==> config.mk <==
export PLATFORM = sky130hd
export DESIGN_NAME = bus_arbiter
export DESIGN_NICKNAME = d
export VERILOG_FILES = /design/src/rtl/bus_pkg.sv /design/src/rtl/rr_grant2.sv /design/src/rtl/bus_arbiter.sv
export SDC_FILE = /design/constraint.sdc
export NUM_CORES = 1
export LEC_CHECK = 0
export BUFFER_PORTS_ARGS = -buffer_cell sky130_fd_sc_hd__buf_2
export CAP_MARGIN = 40
export CORE_MARGIN = 2
export CORE_UTILIZATION = 52
export CTS_CLUSTER_SIZE = 30
export DETAILED_ROUTE_END_ITERATION = 8
export PLACE_DENSITY_LB_ADDON = 0.15
export SETUP_SLACK_MARGIN = 0.15
export SLEW_MARGIN = 20
export SYNTH_ARGS = -nofsm -noshare
export SYNTH_HDL_FRONTEND = slang
export SYNTH_HIERARCHICAL = 1
export SYNTH_SLANG_ARGS = --single-unit
==> constraint.sdc <==
create_clock -name clk -period 3.47 [get_ports clk]
set_input_delay 0 -clock clk [delete_from_list [all_inputs] [get_ports clk]]
set_output_delay 0 -clock clk [all_outputs]
set_load 0.01 [all_outputs]
==> src/rtl/bus_pkg.sv <==
// Shared definitions for the two-requester register-bus arbiter:
// bus width, FSM state encoding, requester identifiers and the return-match test.
package bus_pkg;

  localparam int BUS_W = 16;

  typedef logic [BUS_W-1:0] word_t;

  typedef enum logic [1:0] {
    ST_IDLE    = 2'd0,
    ST_ISSUE   = 2'd1,
    ST_WAIT    = 2'd2,
    ST_RESPOND = 2'd3
  } state_t;

  typedef enum logic {
    REQ_A = 1'b0,
    REQ_B = 1'b1
  } req_id_t;

  // A returning beat answers the outstanding transaction only if address and direction agree.
  function automatic logic bus_match(input logic  beat_valid,
                                     input word_t beat_addr,
                                     input logic  beat_rw,
                                     input word_t want_addr,
                                     input logic  want_rw);
    return beat_valid && (beat_addr == want_addr) && (beat_rw == want_rw);
  endfunction

endpackage

==> src/rtl/rr_grant2.sv <==
// Two-way round-robin grant: a lone requester always wins, a tie goes to the
// requester that was not served last.
module rr_grant2
  import bus_pkg::*;
(
  input  logic    valid_a,
  input  logic    valid_b,
  input  req_id_t last_served,
  output logic    grant_a,
  output logic    grant_b
);

  assign grant_a = valid_a && (!valid_b || (last_served == REQ_B));
  assign grant_b = valid_b && (!valid_a || (last_served == REQ_A));

endmodule

==> src/rtl/bus_arbiter.sv <==
// Arbitrates requesters a and b onto a single register-bus chain, keeping one
// transaction in flight and abandoning it after TIMEOUT unanswered WAIT cycles.
module bus_arbiter
  import bus_pkg::*;
#(
  parameter int unsigned TIMEOUT = 1023
) (
  input  logic        clk,
  input  logic        rst,
  input  logic [15:0] a_addr_i,
  input  logic [15:0] a_wdata_i,
  input  logic        a_rw_i,
  input  logic        a_valid_i,
  output logic        a_ready_o,
  output logic [15:0] a_rdata_o,
  output logic        a_resp_o,
  input  logic [15:0] b_addr_i,
  input  logic [15:0] b_wdata_i,
  input  logic        b_rw_i,
  input  logic        b_valid_i,
  output logic        b_ready_o,
  output logic [15:0] b_rdata_o,
  output logic        b_resp_o,
  output logic [15:0] addr_o,
  output logic [15:0] wdata_o,
  output logic [15:0] rdata_o,
  output logic        rw_o,
  output logic        valid_o,
  input  logic [15:0] addr_i,
  input  logic [15:0] wdata_i,
  input  logic [15:0] rdata_i,
  input  logic        rw_i,
  input  logic        valid_i,
  output logic        timeout_o
);

  // Counter value on the last WAIT cycle before the transaction is abandoned.
  localparam logic [15:0] LAST_WAIT = 16'(TIMEOUT - 1);

  state_t  state_reg, state_next;
  req_id_t owner_reg, last_reg;
  word_t   addr_reg, wdata_reg;
  logic    rw_reg;
  logic [15:0] cnt_reg;
  word_t   a_rdata_reg, b_rdata_reg;
  logic    timed_out_reg;

  logic grant_a, grant_b;
  logic accept, match, expire;
  logic unused_ok;

  rr_grant2 u_grant (
    .valid_a     (a_valid_i),
    .valid_b     (b_valid_i),
    .last_served (last_reg),
    .grant_a     (grant_a),
    .grant_b     (grant_b)
  );

  // Grants are offered only while idle and out of reset.
  assign a_ready_o = !rst && (state_reg == ST_IDLE) && grant_a;
  assign b_ready_o = !rst && (state_reg == ST_IDLE) && grant_b;
  assign accept    = a_ready_o || b_ready_o;

  assign match  = (state_reg == ST_WAIT) && bus_match(valid_i, addr_i, rw_i, addr_reg, rw_reg);
  assign expire = (state_reg == ST_WAIT) && !match && (cnt_reg == LAST_WAIT);

  always_comb begin
    state_next = state_reg;
    case (state_reg)
      ST_IDLE:    if (accept) state_next = ST_ISSUE;
      ST_ISSUE:   state_next = ST_WAIT;
      ST_WAIT:    if (match || expire) state_next = ST_RESPOND;
      ST_RESPOND: state_next = ST_IDLE;
      default:    state_next = ST_IDLE;
    endcase
  end

  always_ff @(posedge clk or posedge rst) begin
    if (rst) begin
      state_reg     <= ST_IDLE;
      owner_reg     <= REQ_A;
      last_reg      <= REQ_B;
      addr_reg      <= '0;
      wdata_reg     <= '0;
      rw_reg        <= 1'b0;
      cnt_reg       <= '0;
      a_rdata_reg   <= '0;
      b_rdata_reg   <= '0;
      timed_out_reg <= 1'b0;
    end else begin
      state_reg     <= state_next;
      timed_out_reg <= expire;
      if (accept) begin
        owner_reg <= grant_a ? REQ_A : REQ_B;
        addr_reg  <= grant_a ? a_addr_i  : b_addr_i;
        wdata_reg <= grant_a ? a_wdata_i : b_wdata_i;
        rw_reg    <= grant_a ? a_rw_i    : b_rw_i;
      end
      if (state_reg == ST_ISSUE) begin
        cnt_reg <= '0;
      end else if (state_reg == ST_WAIT) begin
        cnt_reg <= cnt_reg + 16'd1;
      end
      // Response data lands in the owner's register as RESPOND begins, so it is
      // already visible during the completion pulse.
      if (match || expire) begin
        if (owner_reg == REQ_A) a_rdata_reg <= match ? rdata_i : '0;
        else                    b_rdata_reg <= match ? rdata_i : '0;
      end
      if (state_reg == ST_RESPOND) begin
        last_reg <= owner_reg;
      end
    end
  end

  assign valid_o   = (state_reg == ST_ISSUE);
  assign addr_o    = addr_reg;
  assign wdata_o   = wdata_reg;
  assign rw_o      = rw_reg;
  assign rdata_o   = '0;
  assign a_resp_o  = (state_reg == ST_RESPOND) && (owner_reg == REQ_A);
  assign b_resp_o  = (state_reg == ST_RESPOND) && (owner_reg == REQ_B);
  assign a_rdata_o = a_rdata_reg;
  assign b_rdata_o = b_rdata_reg;
  assign timeout_o = timed_out_reg;

  // Returning write data carries nothing the arbiter needs.
  assign unused_ok = ^wdata_i;

endmodule

## Yosys cells after proc, flatten, opt, wreduce, memory -nomap -nowiden

Cells that the tools add are included.

| word-level totals | value |
|---|---|
| register bits | 86 |
| word-level logic and storage cells | 56 |

| operators by class | value |
|---|---|
| mux-type cells | 10 |
| $add $sub $neg | 1 |
| bitwise operators | 2 |
| reductions and logical operators | 25 |
| eq/ne operators | 8 |

Operator list:

| cell | number |
|---|---|
| 16-bit two-way mux | 5 |
| 16-bit by 1-bit adder with 16-bit output, second input constant | 1 |
| 16-bit by 10-bit equality test with 1-bit output, second input constant | 1 |
| 16-bit equality test | 1 |
| 1-bit logical AND | 12 |
| 2-bit case mux with 4 select lines | 1 |
| 2-bit AND reduction | 3 |
| 2-bit equality test, second input constant | 2 |
| 1-bit logical NOT | 4 |
| 1-bit logical OR | 4 |
| 2-bit two-way mux | 2 |
| 2-bit by 1-bit equality test with 1-bit output, second input constant | 1 |
| 2-bit logical NOT | 1 |
| 1-bit two-way mux | 2 |
| 2-bit by 1-bit != test with 1-bit output, second input constant | 1 |
| 2-bit != test, second input constant | 1 |
| 1-bit inverter | 2 |
| 2-bit nonzero test | 1 |
| 1-bit equality test | 1 |

## Logic depth before layout (Yosys ltp)

| depth | value |
|---|---|
| depth after elaboration | 10 |
| depth in mapped cells | 9 |
| depth with buffers taken out | 7 |

## Hierarchy

The synthesis kept the hierarchy.

Modules (own cells, without submodules):

| module | times used | sequential area each (um^2) | cells an instance | area an instance (um^2) |
|---|---|---|---|---|
| bus_arbiter | 1 | 2,153.3 | 542 | 4,863.4 |
| rr_grant2 | 1 | 0.0 | 3 | 18.8 |

## Worst setup path before layout

No wires, ideal clock.

| path | value |
|---|---|
| path kind | register to register |
| start | register state_reg[0] |
| end | register a_rdata_reg[0], in the netlist a_rdata_o[0] |
| data required time | 3.344 ns |
| arrival | 2.089 ns |
| stages on the path, launching flop included | 10 |
| clock period less this slack | 2.215 ns |
| setup slack | 1.255 ns |
| library setup time | 0.126 ns |
| path through | dfrtp_1 > inv_1 > ha_1 > buf_4 > or4b_1 > or4_1 > buf_4 > buf_4 > nand2_1 > o21ai_1 |

| between the ends | value |
|---|---|
| longest elaborated chain between the ends | 7 |
| elaborated cells on any way between the ends | 8 |
| classes of those cells | eq/ne: 1; mux: 1; reduce/logical: 6 |

RTL lines:

| element | line | text |
|---|---|---|
| from (decl) | bus_arbiter.sv:40 | `state_t state_reg, state_next;` |
| from (signal assigned) | bus_arbiter.sv:92 | `state_reg <= state_next;` |
| 2-bit equality test (*) | bus_arbiter.sv:65, bus_arbiter.sv:66 |  |
| 1-bit logical AND | bus_arbiter.sv:65 | `assign match = (state_reg == ST_WAIT) && bus_match(valid_i, addr_i, rw_i, addr_reg, rw_reg);` |
| 1-bit logical NOT | bus_arbiter.sv:66 | `assign expire = (state_reg == ST_WAIT) && !match && (cnt_reg == LAST_WAIT);` |
| 1-bit logical AND (2 in a row) | bus_arbiter.sv:66 |  |
| 1-bit logical OR | bus_arbiter.sv:107 | `if (match \|\| expire) begin` |
| 2-bit AND reduction (no line) | -- |  |
| to (signal assigned) | bus_arbiter.sv:108 | `if (owner_reg == REQ_A) a_rdata_reg <= match ? rdata_i : '0;` |
| to (decl) | bus_arbiter.sv:45 | `word_t a_rdata_reg, b_rdata_reg;` |

Mark *: on every way between the ends. The rest lies on a longest branch, timed or not.
A chain may end at the register's enable or synchronous reset.

## Worst setup path after layout

| path | value |
|---|---|
| start | register rw_reg, in the netlist rw_o |
| end | register b_rdata_reg[13], in the netlist b_rdata_o[13] |

| between the ends | value |
|---|---|
| longest elaborated chain between the ends | 8 |
| elaborated cells on any way between the ends | 9 |
| classes of those cells | eq/ne: 1; mux: 1; reduce/logical: 7 |

RTL lines:

| element | line | text |
|---|---|---|
| from (decl) | bus_arbiter.sv:43 | `logic rw_reg;` |
| from (signal assigned) | bus_arbiter.sv:98 | `rw_reg <= grant_a ? a_rw_i : b_rw_i;` |
| 1-bit equality test (*) | bus_pkg.sv:27 | `return beat_valid && (beat_addr == want_addr) && (beat_rw == want_rw);` |
| 1-bit logical AND (*) | bus_pkg.sv:27 |  |
| 1-bit logical AND (*) | bus_arbiter.sv:65 |  |
| 1-bit logical NOT | bus_arbiter.sv:66 |  |
| 1-bit logical AND (2 in a row) | bus_arbiter.sv:66 |  |
| 1-bit logical OR | bus_arbiter.sv:107 |  |
| 2-bit AND reduction (no line) | -- |  |
| to (signal assigned) | bus_arbiter.sv:109 | `else b_rdata_reg <= match ? rdata_i : '0;` |
| to (decl) | bus_arbiter.sv:45 |  |

Marked as above.

==> metrics.csv <==
stage,metric,value,unit
clocking,cts_buffer_depth,2,
clocking,clock_latency,360,ps
timing,whs,91.26,ps
logic_synthesis,ys_async_sr_fraction,100.0,%
logic_synthesis,syn_area,0.004882,sq mm
cells_and_area,antenna_cells,0,
timing,worst_pin_slew,634.2,ps
pwr,p_leak,3.443,nW
timing,setup_viol,0,
routing,drt_wl_total,15.22,mm
logic_synthesis,synth_top_family_by_area,compound AO/OA/AOI/OAI gates,
cells_and_area,syn2layout_area_growth,35.32,%
logic_synthesis,synth_top_cells_by_area,"dfrtp_1 44%, mux2i_1 7.0%, o21ai_1 6.9%, nand2_1 6.8%, a32oi_1 5.9%",
logic_synthesis,post-synth-top-area-fraction,43.57,%
floorplan,dieHeight,100.9,um
pwr,p_switching,1.669,mW
timing,tns,0,ps
outcome,status,finished clean,
placed_design,portBuffers,174,
floorplan,die_x,100.9,um
timing,slew_headroom,57.72,%
clocking,clkSinkCount,86,
critical_path,path_max_fanout,33,
timing,period_share,71.18,%
grt,grt_util_all_layers,30.19,%
grt,grt_pass1_wl,24.01,mm
critical_path,required,3680,ps
placed_design,post-place-ws,1071,ps
logic_synthesis,postSynthCellCount,545,
timing,slew_viol_final,0,
logic_synthesis,synth_edf_count,0,
cells_and_area,fillers,643,
floorplan,coreArea,0.009153,sq mm
timing,clock_skew,15.44,ps
hold_path,holdCritPathClass,primary input to flip-flop,
clocking,post_cts_resized,0,
clocking,post-cts-setup-buffers,0,
logic_synthesis,synth_mux_area_share,7.201,%
grt,grt_pass1_vias,4883,
routing,drt_iter0_drc,264,
pwr,pwr-share-clk,16.1,%
pwr,p_int,2.313,mW
logic_synthesis,synth_compound_area_share,19.48,%
routing,drcViolationCount,0,
critical_path,criticalPathCategory,flip-flop to flip-flop,
clocking,path_clk_slew,90,ps
timing,rsz0062_at_grt,no,
routing,routedWlPerCell,17.26,um
placed_design,dp_hpwl,9.318,mm
routing,drtPass1Iterations,4,
timing,max_freq,404.9,MHz
grt,gr-total-overflow,0,
critical_path,end_kind,flip-flop,
pwr,seqPwrFrac,36.2,%
critical_path,cp-start-kind,flip-flop,
clocking,cts-buffers-inserted,9,
clocking,tritoncts,done,
grt,antenna_found_initial,0,
cells_and_area,postLayoutCellArea,0.006606,sq mm
grt,grt_max_degree,59,
routing,ant_nets,0,
logic_synthesis,synthAdderAreaFrac,1.538,%
cells_and_area,fin_util,72.18,%
floorplan,io-pin-count,207,
floorplan,die-area,0.01018,sq mm
pwr,switching_share,41.91,%
clocking,cts_max_level,3,
clocking,cts-root-buf,clkbuf_8,
cells_and_area,layout.nets,892,
critical_path,worstPathArrival,2680,ps
pwr,ir_drop,0.3474,mV
pwr,p_comb_share,47.7,%
timing,worst_slack,1000,ps
timing,period_needed,2470,ps
pwr,p_per_area,602.6,mW/mm^2
logic_synthesis,synth_largest_area_cell,dfrtp_1,
clocking,cts_hold_buf,67,
logic_synthesis,synth_seq_cells,86,
routing,detail_route.vias_per_cell,5.576,
logic_synthesis,yosysUniqueCellTypes,44,
logic_synthesis,synthXorXnorAreaFrac,4.844,%
timing,hold_viol_final,0,
logic_synthesis,postSynthAreaPerCell,8.958,sq um
logic_synthesis,ys_warn_count,6,
placed_design,gp_congestion,0.7921,
flow_run,cap_violations,0,
cells_and_area,drive_gt1_share,26.85,%
logic_synthesis,yosys_most_used_dff,dfrtp_1,
logic_synthesis,yosys.area_share.simple,13.40,%
logic_synthesis,synth-seq-area-share,44.11,%
floorplan,rows,35,
floorplan,start_util,53.34,%
placed_design,placed_area,0.005767,sq mm
logic_synthesis,netlist_top_cells_count,"89 x nand2_1, 85 x dfrtp_1, 67 x o21ai_1, 40 x inv_1, 34 x mux2i_1",
critical_path,worst-r2r-setup-slack,1000,ps
routing,num_vias,4918,
logic_synthesis,yosysMostFrequentCell,nand2_1,
-- worst max-delay path, stage by stage, from the launching register on --
cell and delay [ps]:
dfrtp_1 430, xnor2_1 290, nor4b_1 250, and3_1 190, buf_4 340, and2_2 630
o21ai_1 170
-- logic make-up (layout without fill, tap and decap cells) --
family          Yosys count  in the layout
mux                      35             35
compound gates          148            148
other cells               1             16
buf+inv                  96            307
flops                    86             86
simple gates            146            146
xor+xnor                 27             27
fa+ha+maj                 6              6
-- cell type report --
cell class | count | area, sq um | share of cell area, %
clock buffers | 13 | 148.9 | 2.254
clock inverters | 3 | 20.02 | 0.3030
inverters | 40 | 151.4 | 2.292
multi-input cells | 378 | 2357 | 35.68
flip-flops and latches | 86 | 2153 | 32.59
well taps | 111 | 138.9 | 2.102
repair buffers | 251 | 1637 | 24.77
-- power groups by stage --
stage	clock network (mW)	registers, mW	logic [mW]
3_5_place_dp	0	1.44	1.75
4_1_cts	0.657	1.43	1.85
6_report	0.642	1.44	1.90
5_1_grt	0.697	1.47	2.08
2_1_floorplan	0	1.49	1.14
3_3_place_gp	0	1.44	1.66
-- path summary, 6_finish.rpt --
check / cells after the start / endpoint / start
max: 6 / b_rdata_o[13] / rw_o
min: 4 / timeout_o / valid_i
max reg2reg: 6 / b_rdata_o[13] / rw_o
min reg2reg: 2 / wdata_o[10] / wdata_o[10]
max in group asynchronous: 5 / a_rdata_o[7] / rst
min in group asynchronous: 3 / wdata_o[9] / rst
-- metal layers --
metal  up-vias  share of wire (%)  wire, um  track usage [%]
li1       2336                  -         -                -
met5         -                  0         0                0
met2       198                 51      7700            52.15
met1      2334                 39      5922            35.49
met4         0                4.0       612            14.55
met3        50                6.5       989            6.796
-- cell usage in the layout, fill, tap and decap left out, types with 3 or more instances in the layout --
master	count
a31oi_1	3
a32oi_1	33
and2_1	4
and3_1	3
buf_2	174
buf_4	8
clkbuf_1	3
clkbuf_8	10
conb_1	16
dfrtp_1	85
dlygate4sd3_1	67
ha_1	6
inv_1	39
mux2i_1	34
nand2_1	89
nand3_1	9
nand4_1	4
nor2_1	17
nor4_1	7
o21ai_1	66
o22ai_1	32
o31ai_1	3
xnor2_1	4
xor2_1	23
-- metrics by stage --
step,total power [mW],std cells
6_report,3.981,882
3_5_place_dp,3.194,799
4_1_cts,3.932,882
2_1_floorplan,2.635,560
3_3_place_gp,3.097,797
5_1_grt,4.247,882
(Power assumes the default switching activity.)
